===== src/rtl/router_pkg.sv =====
// Shared router definitions.
// Holds the default flit width, the port index encoding, the one-hot output
// arbiter state constants and the one-hot crossbar select constants used
// across the 5-port router (N/E/W/S/L).
package router_pkg;

  localparam int unsigned DefaultDataWidth = 32;
  localparam int unsigned NumPorts         = 5;

  // Port index, also the bit position of each grant in a packed grant vector.
  typedef enum logic [2:0] {
    PortN = 3'd0,
    PortE = 3'd1,
    PortW = 3'd2,
    PortS = 3'd3,
    PortL = 3'd4
  } port_idx_e;

  // One-hot output arbiter states.
  localparam logic [5:0] ArbIdle = 6'b000001;
  localparam logic [5:0] ArbL    = 6'b000010;
  localparam logic [5:0] ArbN    = 6'b000100;
  localparam logic [5:0] ArbE    = 6'b001000;
  localparam logic [5:0] ArbW    = 6'b010000;
  localparam logic [5:0] ArbS    = 6'b100000;

  // One-hot crossbar input selects, bit position follows port_idx_e.
  localparam logic [4:0] XbarSelNone = 5'b00000;
  localparam logic [4:0] XbarSelN    = 5'b00001;
  localparam logic [4:0] XbarSelE    = 5'b00010;
  localparam logic [4:0] XbarSelW    = 5'b00100;
  localparam logic [4:0] XbarSelS    = 5'b01000;
  localparam logic [4:0] XbarSelL    = 5'b10000;

endpackage


===== src/rtl/fifo_mem.sv =====
// Flit storage for the router input FIFO.
// DEPTH x DATA_WIDTH register file, one synchronous write port and one
// combinational read port. Contents are not reset.
//   clk   : clock
//   we    : write enable
//   waddr : write address
//   wdata : write data
//   raddr : read address
//   rdata : read data, combinational from raddr
module fifo_mem #(
  parameter int unsigned DATA_WIDTH = 32,
  parameter int unsigned DEPTH      = 4,
  localparam int unsigned PTR_W     = $clog2(DEPTH)
) (
  input  logic                  clk,
  input  logic                  we,
  input  logic [PTR_W-1:0]      waddr,
  input  logic [DATA_WIDTH-1:0] wdata,
  input  logic [PTR_W-1:0]      raddr,
  output logic [DATA_WIDTH-1:0] rdata
);

  logic [DATA_WIDTH-1:0] mem_q [DEPTH];

  always_ff @(posedge clk) begin
    if (we) begin
      mem_q[waddr] <= wdata;
    end
  end

  assign rdata = mem_q[raddr];

endmodule


===== src/rtl/router_input_fifo.sv =====
// Per-input-port flit buffer of the 5-port router.
// Accepts flits over a one-flit RTS/CTS handshake, stores them in a circular
// buffer and presents the head flit first-word-fall-through. The head is
// popped whenever any of the five output arbiters grants this input.
//   clk             : clock, all state on rising edge
//   rst             : asynchronous active-low reset
//   RX              : incoming flit
//   DRTS            : upstream request-to-send
//   CTS             : clear-to-send pulse back to upstream
//   read_en_N..L    : grants from the five output arbiters
//   Data_out        : head flit (don't-care while empty)
//   empty/full      : occupancy flags, decoded from registered count
//   occupancy       : flits currently stored
//   err_multi_grant : one-cycle pulse, more than one grant in previous cycle
module router_input_fifo
  import router_pkg::*;
#(
  parameter int unsigned DATA_WIDTH = DefaultDataWidth,
  parameter int unsigned DEPTH      = 4,
  localparam int unsigned PTR_W     = $clog2(DEPTH)
) (
  input  logic                  clk,
  input  logic                  rst,
  input  logic [DATA_WIDTH-1:0] RX,
  input  logic                  DRTS,
  output logic                  CTS,
  input  logic                  read_en_N,
  input  logic                  read_en_E,
  input  logic                  read_en_W,
  input  logic                  read_en_S,
  input  logic                  read_en_L,
  output logic [DATA_WIDTH-1:0] Data_out,
  output logic                  empty,
  output logic                  full,
  output logic [PTR_W:0]        occupancy,
  output logic                  err_multi_grant
);

  localparam logic [PTR_W-1:0] PtrOne   = PTR_W'(1);
  localparam logic [PTR_W:0]   CntOne   = (PTR_W + 1)'(1);
  localparam logic [PTR_W:0]   CntDepth = (PTR_W + 1)'(DEPTH);

  logic [PTR_W-1:0] wr_ptr_q, wr_ptr_d;
  logic [PTR_W-1:0] rd_ptr_q, rd_ptr_d;
  logic [PTR_W:0]   count_q, count_d;
  logic             cts_q, cts_d;
  logic             err_q, err_d;

  logic [NumPorts-1:0] grant;
  logic                write, read;

  assign grant = {read_en_L, read_en_S, read_en_W, read_en_E, read_en_N};

  // Flags come only from registered count so no input reaches them.
  assign empty     = (count_q == '0);
  assign full      = (count_q == CntDepth);
  assign occupancy = count_q;
  assign CTS       = cts_q;
  assign err_multi_grant = err_q;

  // CTS high blocks a write, which spaces accepted flits at least 2 cycles
  // apart and keeps CTS a single-cycle pulse.
  assign write = DRTS & ~cts_q & ~full;
  assign read  = (|grant) & ~empty;

  always_comb begin
    wr_ptr_d = wr_ptr_q;
    rd_ptr_d = rd_ptr_q;
    count_d  = count_q;
    cts_d    = write;
    err_d    = ($countones(grant) > 1);

    if (write) begin
      wr_ptr_d = wr_ptr_q + PtrOne;
    end
    if (read) begin
      rd_ptr_d = rd_ptr_q + PtrOne;
    end

    unique case ({write, read})
      2'b10:   count_d = count_q + CntOne;
      2'b01:   count_d = count_q - CntOne;
      default: count_d = count_q;
    endcase
  end

  always_ff @(posedge clk or negedge rst) begin
    if (!rst) begin
      wr_ptr_q <= '0;
      rd_ptr_q <= '0;
      count_q  <= '0;
      cts_q    <= 1'b0;
      err_q    <= 1'b0;
    end else begin
      wr_ptr_q <= wr_ptr_d;
      rd_ptr_q <= rd_ptr_d;
      count_q  <= count_d;
      cts_q    <= cts_d;
      err_q    <= err_d;
    end
  end

  fifo_mem #(
    .DATA_WIDTH(DATA_WIDTH),
    .DEPTH     (DEPTH)
  ) u_mem (
    .clk  (clk),
    .we   (write),
    .waddr(wr_ptr_q),
    .wdata(RX),
    .raddr(rd_ptr_q),
    .rdata(Data_out)
  );

endmodule

===== config.mk =====
export PLATFORM = sky130hd
export DESIGN_NAME = router_input_fifo
export DESIGN_NICKNAME = d
export VERILOG_FILES = /design/src/rtl/router_pkg.sv /design/src/rtl/fifo_mem.sv /design/src/rtl/router_input_fifo.sv
export SDC_FILE = /design/constraint.sdc
export NUM_CORES = 1
export LEC_CHECK = 0
export BUFFER_PORTS_ARGS = -buffer_cell sky130_fd_sc_hd__buf_4
export CORE_MARGIN = 1.5
export CORE_UTILIZATION = 60
export CTS_CLUSTER_SIZE = 10
export DETAILED_ROUTE_END_ITERATION = 16
export PLACE_DENSITY = 0.84
export SLEW_MARGIN = 25
export SYNTH_ARGS = -nofsm -noshare
export SYNTH_HDL_FRONTEND = slang
export SYNTH_SLANG_ARGS = --single-unit
export TNS_END_PERCENT = 10

===== constraint.sdc =====
create_clock -name clk -period 4.4 [get_ports clk]
set_clock_uncertainty 0.1 [all_clocks]
set_input_delay 0 -clock clk [delete_from_list [all_inputs] [get_ports clk]]
set_output_delay 0 -clock clk [all_outputs]
set_load 0.05 [all_outputs]

==> out/metrics.cfg, run 1 <==
[job]
drv_cap=0

[worst_hold_path]
hold_end=u_mem.mem_q[3][26]
min_path_type=input port to register
holdPathStages=2
hp-start=RX[26]

[place]
portBuffers=78
dpl.cell_count=393
dpl.hpwl_mm=5.11
gp_congestion=0.648

[power]
leakage_nw=2.51
irDropWorstVdd_mv=0.715
power_density_nw_per_um2=766
finalPower_w=0.00528

[detailed_routing]
wl_per_cell_um=21.5
firstDrtPassIters=4
via_per_inst=5.60
drc=0
via_count=2602
antenna_left=0
routed_wl_mm=10.0
first_iter_violations=177

[sta]
tightest_slew_ns=0.872
relSlewSlack_pct=41.9
finalCritPeriodShare_pct=59.2
setup_viol=0
rsz0062_at_grt=no
fmax_ghz=0.384
min_period_ns=2.61
finalSetupTns_ns=0
slew_viol_final=0
finalHoldViolCount=0

[yosys]
synth_top_area_share_pct=74.0
synth_top_cell_by_area=edfxtp_1
syn_inst=217
synth_area_um2=5200
synth_area_per_cell_um2=24.0
yosys_warnings=0
yosysSeqAreaShare_pct=78.3
netlist_top_cells_area=edfxtp_1 74%, mux4_2 14%, dfrtp_1 4.3%
syn_nets=266
synth_seq_cells=137
ys_types=22

[run_status]
status=completed

[grt]
grt_pass1_wl_mm=15.3
track_usage_pct=24.5
grt_max_degree=34
first_global_vias=2827
grt.overflow.total=0
antenna_found_initial=0

[floorplan]
initial_core_util_pct=62.6
dieArea_um2=9230
die_h_um=96.1
die_w_um=96.1
coreArea_um2=8300
ios=79
rows=33

[clock_network]
numCtsBuffers=17
cts-resized-gates=0
h-tree-depth=4
insertion_delay_ns=0.51
holdBufCountCts=40
cts_max_path_buffers=2
postCtsSetupBuffers=0
cts_sinks=137
cts.clk_slew.worst_paths_ns=0.06
root_buffer=clkbuf_8
cts_tree=done

[worst_setup_path]
worstSetupPathType=register to output pin
r2r_slack_ns=2.12
worstPathMaxFanout=21
cp_data_required_time_ns=4.30
r2r-end=u_mem.mem_q[1][11]
worstPathArrival_ns=2.51
r2r-start=occupancy[2]
r2r_cells=3
start_kind=register
end_kind=output pin

[final_layout]
area_growth_pct=32.6
final_common_cell=edfxtp_1
final_cells=465
diodes=0
drive_above_1_share_pct=42.2
finalNetCount=396
utilization_pct=83.0
final_cell_mix=128 x edfxtp_1, 79 x buf_4, 40 x dlygate4sd3_1

[sequential cells by signal (all words and copies together) (netlist names)]
name,count
CTS,1
err_multi_grant,1
occupancy,3
rd_ptr_q,2
u_mem.mem_q,128
wr_ptr_q,2
[worst max path at each step]
stage                     depth (start not counted)                 end  slack (ns)         start
after floorplan                                   8        occupancy[2]        1.27  occupancy[0]
after global placement                            3  u_mem.mem_q[0][16]        2.24  occupancy[2]
after detailed placement                          3  u_mem.mem_q[2][16]        2.12  occupancy[2]
after CTS                                         3        Data_out[12]        1.71   rd_ptr_q[0]
after global routing                              3        Data_out[12]        1.61   rd_ptr_q[0]
final                                             3        Data_out[12]        1.79   rd_ptr_q[0]
[report_power, final]
| part | total (W) | internal (W) | switching, W |
|---|---|---|---|
| logic | 0.00193 | 0.000709 | 0.00123 |
| registers | 0.00186 | 0.00168 | 0.000182 |
| clock network | 0.00148 | 0.000933 | 0.000549 |
| total | 0.00528 | 0.00332 | 0.00196 |
[cells by family (layout without fill, tap and decap cells)]
family | Yosys count | count (layout) | share of synthesized area [%]
mux | 34 | 34 | 14.3
simple gates | 13 | 13 | 1.95
buf+inv | 18 | 161 | 1.95
fa+ha+maj | 9 | 9 | 2.46
xor+xnor | 6 | 6 | 1.01
flops | 137 | 137 | 78.3
[critical path, stage by stage (launching register included)]
cell and delay, ns:
dfrtp_2 0.66, buf_4 0.49, mux4_2 0.62, buf_4 0.22
[through the flow]
| stage | setup slack (ns) | area (µm²) | hold WS, ns |
|---|---|---|---|
| 2_1_floorplan | 1.27 | 5200 | -0.396 |
| 3_3_place_gp | 2.24 | 5860 | -0.270 |
| 6_report | 1.79 | 6890 | 0.135 |
| 4_1_cts | 1.71 | 6890 | 0.107 |
| 3_5_place_dp | 2.12 | 5860 | -0.264 |
| 5_1_grt | 1.61 | 6890 | 0.117 |
[layer usage]
metal	part of all wire (%)	vias up	global-route usage (%)
met5	0	-	0
met2	54	121	39.3
li1	-	1151	-
met3	6.1	6	7.35
met1	39	1324	31.2
met4	0.85	0	10.9
[cell usage after synthesis (all sizes together)]
library cell / n
edfxtp: 128
mux4: 32
inv: 10
dfrtp: 9
buf: 7
ha: 7
and2: 4
xor2: 4
nor3b: 3
fa: 2
nor2: 2
xnor2: 2
clkbuf: 1
mux2: 1
mux2i: 1
nand2: 1
nand3b: 1
nor3: 1
nor4b: 1
[layout make-up]
class                   count  area, µm²
clock buffers              17        414
clock inverters            15        215
fillers                   381       1410
inverters                  10       37.5
multi-input cells          62       1030
flip-flops and latches    137       4070
well taps                 105        131
repair buffers            119        993
No activity file was read; power rests on OpenSTA's default activity.
==> run 2, diff against run 1 <==
--- a/config.mk
+++ b/config.mk
@@ -5,12 +5,13 @@
 export SDC_FILE = /design/constraint.sdc
 export NUM_CORES = 1
 export LEC_CHECK = 0
+export ABC_AREA = 1
 export BUFFER_PORTS_ARGS = -buffer_cell sky130_fd_sc_hd__buf_4
 export CORE_MARGIN = 1.5
-export CORE_UTILIZATION = 60
+export CORE_UTILIZATION = 57
 export CTS_CLUSTER_SIZE = 10
 export DETAILED_ROUTE_END_ITERATION = 16
-export PLACE_DENSITY = 0.84
+export PLACE_DENSITY = 0.79
 export SLEW_MARGIN = 25
 export SYNTH_ARGS = -nofsm -noshare
 export SYNTH_HDL_FRONTEND = slang
==> constraint.sdc (replaced) <==
create_clock -name clk -period 2.7 [get_ports clk]
set_clock_uncertainty 0.1 [all_clocks]
set_input_delay 0 -clock clk [delete_from_list [all_inputs] [get_ports clk]]
set_output_delay 0 -clock clk [all_outputs]
set_load 0.05 [all_outputs]
==> out/metrics.cfg, run 2 <==
[worst_setup_path]
crit_path_max_incr_delay_ns=0.57  ; was 0.66 ns
r2r-start=occupancy[0]  ; was occupancy[2]
crit_path_frequent_cell=dlygate4sd3_1  ; was buf_4
path_cells=dlygate4sd3_1 > buf_4 > inv_1 > fa_1 > inv_1 > ha_1 > a21oi_1 > dlygate4sd3_1 > nand2_1 > dlygate4sd3_1  ; was buf_4 > mux4_2 > buf_4
critPathTopFamily=buffers and inverters  ; unchanged
worstPathArrival_ns=2.76  ; was 2.51 ns
start_kind=input port  ; was register
cp_slowest_cell=dlygate4sd3_1  ; was dfrtp_2
r2r_cells=10  ; was 3
worstPathMaxFanout=2  ; was 21
cp_data_required_time_ns=2.99  ; was 4.30 ns
r2r_slack_ns=0.49  ; was 2.12 ns
worstSetupPathType=input port to register  ; was register to output pin
end_kind=register  ; was output pin
r2r-end=occupancy[2]  ; was u_mem.mem_q[1][11]
cp_num_buf_inv=6  ; was 2

[yosys]
ys_types=21  ; was 22
synth_most_common_cell=edfxtp_1  ; unchanged
synthFlopType=edfxtp_1  ; unchanged
ys_async_sr_fraction_pct=6.57  ; unchanged
synth_top_area_share_pct=67.5  ; was 74.0%
yosys_warnings=0  ; unchanged
synth_top_cell_by_area=edfxtp_1  ; unchanged
yosys-top-cells-count=128 x edfxtp_1, 84 x nand2_1, 71 x nor2_1, 55 x inv_1, 33 x o21ai_0  ; was 128 x edfxtp_1, 32 x mux4_2, 10 x inv_1, 9 x dfrtp_1, 7 x ha_1
synth_edf_count=128  ; unchanged
yosysSeqAreaShare_pct=71.5  ; was 78.3%
netlist_top_cells_area=edfxtp_1 68%, nand2_1 5.5%, nor2_1 4.7%  ; was edfxtp_1 74%, mux4_2 14%, dfrtp_1 4.3%
synth_area_per_cell_um2=12.6  ; was 24.0 µm²
synth_seq_cells=137  ; unchanged
syn_nets=502  ; was 266
syn_inst=453  ; was 217
synth_area_um2=5690  ; was 5200 µm²

[final_layout]
largest_reg_flops=128  ; unchanged
final_common_cell=edfxtp_1  ; unchanged
drive_above_1_share_pct=22.6  ; was 42.2%
final_cells=725  ; was 465
area_growth_pct=29.1  ; was 32.6%
top_register=u_mem.mem_q  ; unchanged
multi_input_area_um2=1300  ; was 1030 µm²
finalNetCount=629  ; was 396
diodes=0  ; unchanged
final_cell_mix=128 x edfxtp_1, 88 x buf_4, 84 x nand2_1  ; was 128 x edfxtp_1, 79 x buf_4, 40 x dlygate4sd3_1
seqCellArea_um2=4070  ; about the same
fillers=599  ; was 381

[job]
drv_cap=0  ; unchanged

[place]
portBuffers=78  ; unchanged
dpl.cell_count=654  ; was 393
gp_congestion=0.779  ; was 0.648
dpl.hpwl_mm=6.70  ; was 5.11 mm
preCtsSetupSlack_ns=0.527  ; was 2.12 ns

[detailed_routing]
wl_per_cell_um=16.0  ; was 21.5 µm
first_iter_violations=267  ; was 177
firstDrtPassIters=5  ; was 4
drc=0  ; unchanged
via_count=3686  ; was 2,602
routed_wl_mm=11.6  ; was 10.0 mm
antenna_left=0  ; unchanged
via_per_inst=5.08  ; was 5.60

[floorplan]
die_w_um=103  ; was 96.1 µm
die_h_um=103  ; was 96.1 µm
ios=79  ; unchanged
initial_core_util_pct=58.5  ; was 62.6%
dieArea_um2=10600  ; was 9230 µm²
coreArea_um2=9730  ; was 8300 µm²
rows=36  ; was 33

[clock_network]
cts_sinks=137  ; unchanged
cts_tree=done  ; unchanged
cts-resized-gates=0  ; unchanged
numCtsBuffers=17  ; unchanged
root_buffer=clkbuf_8  ; unchanged
h-tree-depth=4  ; unchanged
cts.clk_slew.worst_paths_ns=0.06  ; about the same
insertion_delay_ns=0.51  ; about the same
cts_max_path_buffers=2  ; unchanged

[sta]
fin_hold_ws_ns=0.138  ; was 0.135 ns
rsz0062_at_grt=no  ; unchanged
setup_viol=0  ; unchanged
slew_viol_final=0  ; unchanged
tightest_slew_ns=0.618  ; was 0.872 ns
min_period_ns=2.47
worst_slack_ns=0.225  ; was 1.79 ns
finalCritPeriodShare_pct=91.7
relSlewSlack_pct=58.8  ; was 41.9%
finalHoldViolCount=0  ; unchanged
fmax_ghz=0.404

[worst_hold_path]
holdPathStages=2  ; unchanged
min_path_type=input port to register  ; unchanged
hp-start=RX[5]  ; was RX[26]
hold_end=u_mem.mem_q[3][5]  ; was u_mem.mem_q[3][26]

[grt]
antenna_found_initial=0  ; unchanged
grt.overflow.total=0  ; unchanged
track_usage_pct=23.6  ; was 24.5%
grt_pass1_wl_mm=18.1  ; was 15.3 mm
first_global_vias=3848  ; was 2,827
grt_max_degree=49  ; was 34

[power]
power_density_nw_per_um2=1230  ; was 766 nW/µm²
leakage_nw=2.99  ; was 2.51 nW
irDropWorstVdd_mv=0.979  ; was 0.715 mV

[run_status]
status=completed  ; unchanged

## run 2: logic make-up after synthesis
family / count (synthesis) / synth area share, %
DFF: 137 / 71.5
and+or+nand+nor: 163 / 10.9
xor gates and xnor gates: 1 / 0.154
AOI/OAI and AO/OA: 66 / 8.97
buffers and inverters: 77 / 6.22
adders and majority gates: 9 / 2.24
## run 2: report_power, final
group / leakage, nW / switching (W) / internal, W
Sequential: 1.27 / 0.000194 / 0.00272
Combinational: 1.47 / 0.00291 / 0.00118
Clock: 0.248 / 0.000757 / 0.00130
## run 2: final cells by class
type / count / area share, %
Clock buffer: 26 / 6.09
Clock inverter: 5 / 0.970
Inverter: 56 / 2.89
Multi-Input combinational cell: 239 / 17.7
Sequential cell: 137 / 55.4
Tap cell: 133 / 2.26
Timing Repair Buffer: 129 / 14.7
## run 2: worst max path at each step
stage                  from                end  slack, ns  cells past startpoint
2_1_floorplan  occupancy[0]  u_mem.mem_q[0][0]      -0.35                      4
3_3_place_gp   occupancy[0]       occupancy[2]       0.62                     10
3_5_place_dp   occupancy[0]       occupancy[2]       0.53                     10
4_1_cts           read_en_S    err_multi_grant       0.31                     10
5_1_grt           read_en_S    err_multi_grant       0.12                     10
6_report          read_en_S    err_multi_grant       0.23                     10
## run 2: what timing repair did
item / in CTS / in global routing
buffers inserted: 0 / 0
hold endpoints to repair: 142 / 0
hold buffers: 40 / 0
## run 2: metrics by stage
stage	cell area (µm²)	util, %	total power (W)	setup TNS [ns]
3_5_place_dp	6430	66.1	0.00697	0
2_1_floorplan	5690	-	0.00587	-44.18
6_report	7350	75.5	0.00906	0
3_3_place_gp	6430	66.1	0.00687	0
4_1_cts	7350	75.5	0.00909	0
5_1_grt	7350	75.5	0.00951	0
## run 2: per-layer routing
metal  vias to the layer above  share of wire (%)  GRT usage, %  routed length (µm)
li1                       1794                  -             -                   -
met3                        15                6.1          6.24                 707
met1                      1749                 40          28.3                4600
met4                         0               0.99          9.88                 114
met2                       128                 53          40.8                6150
met5                         -                  0             0                   0
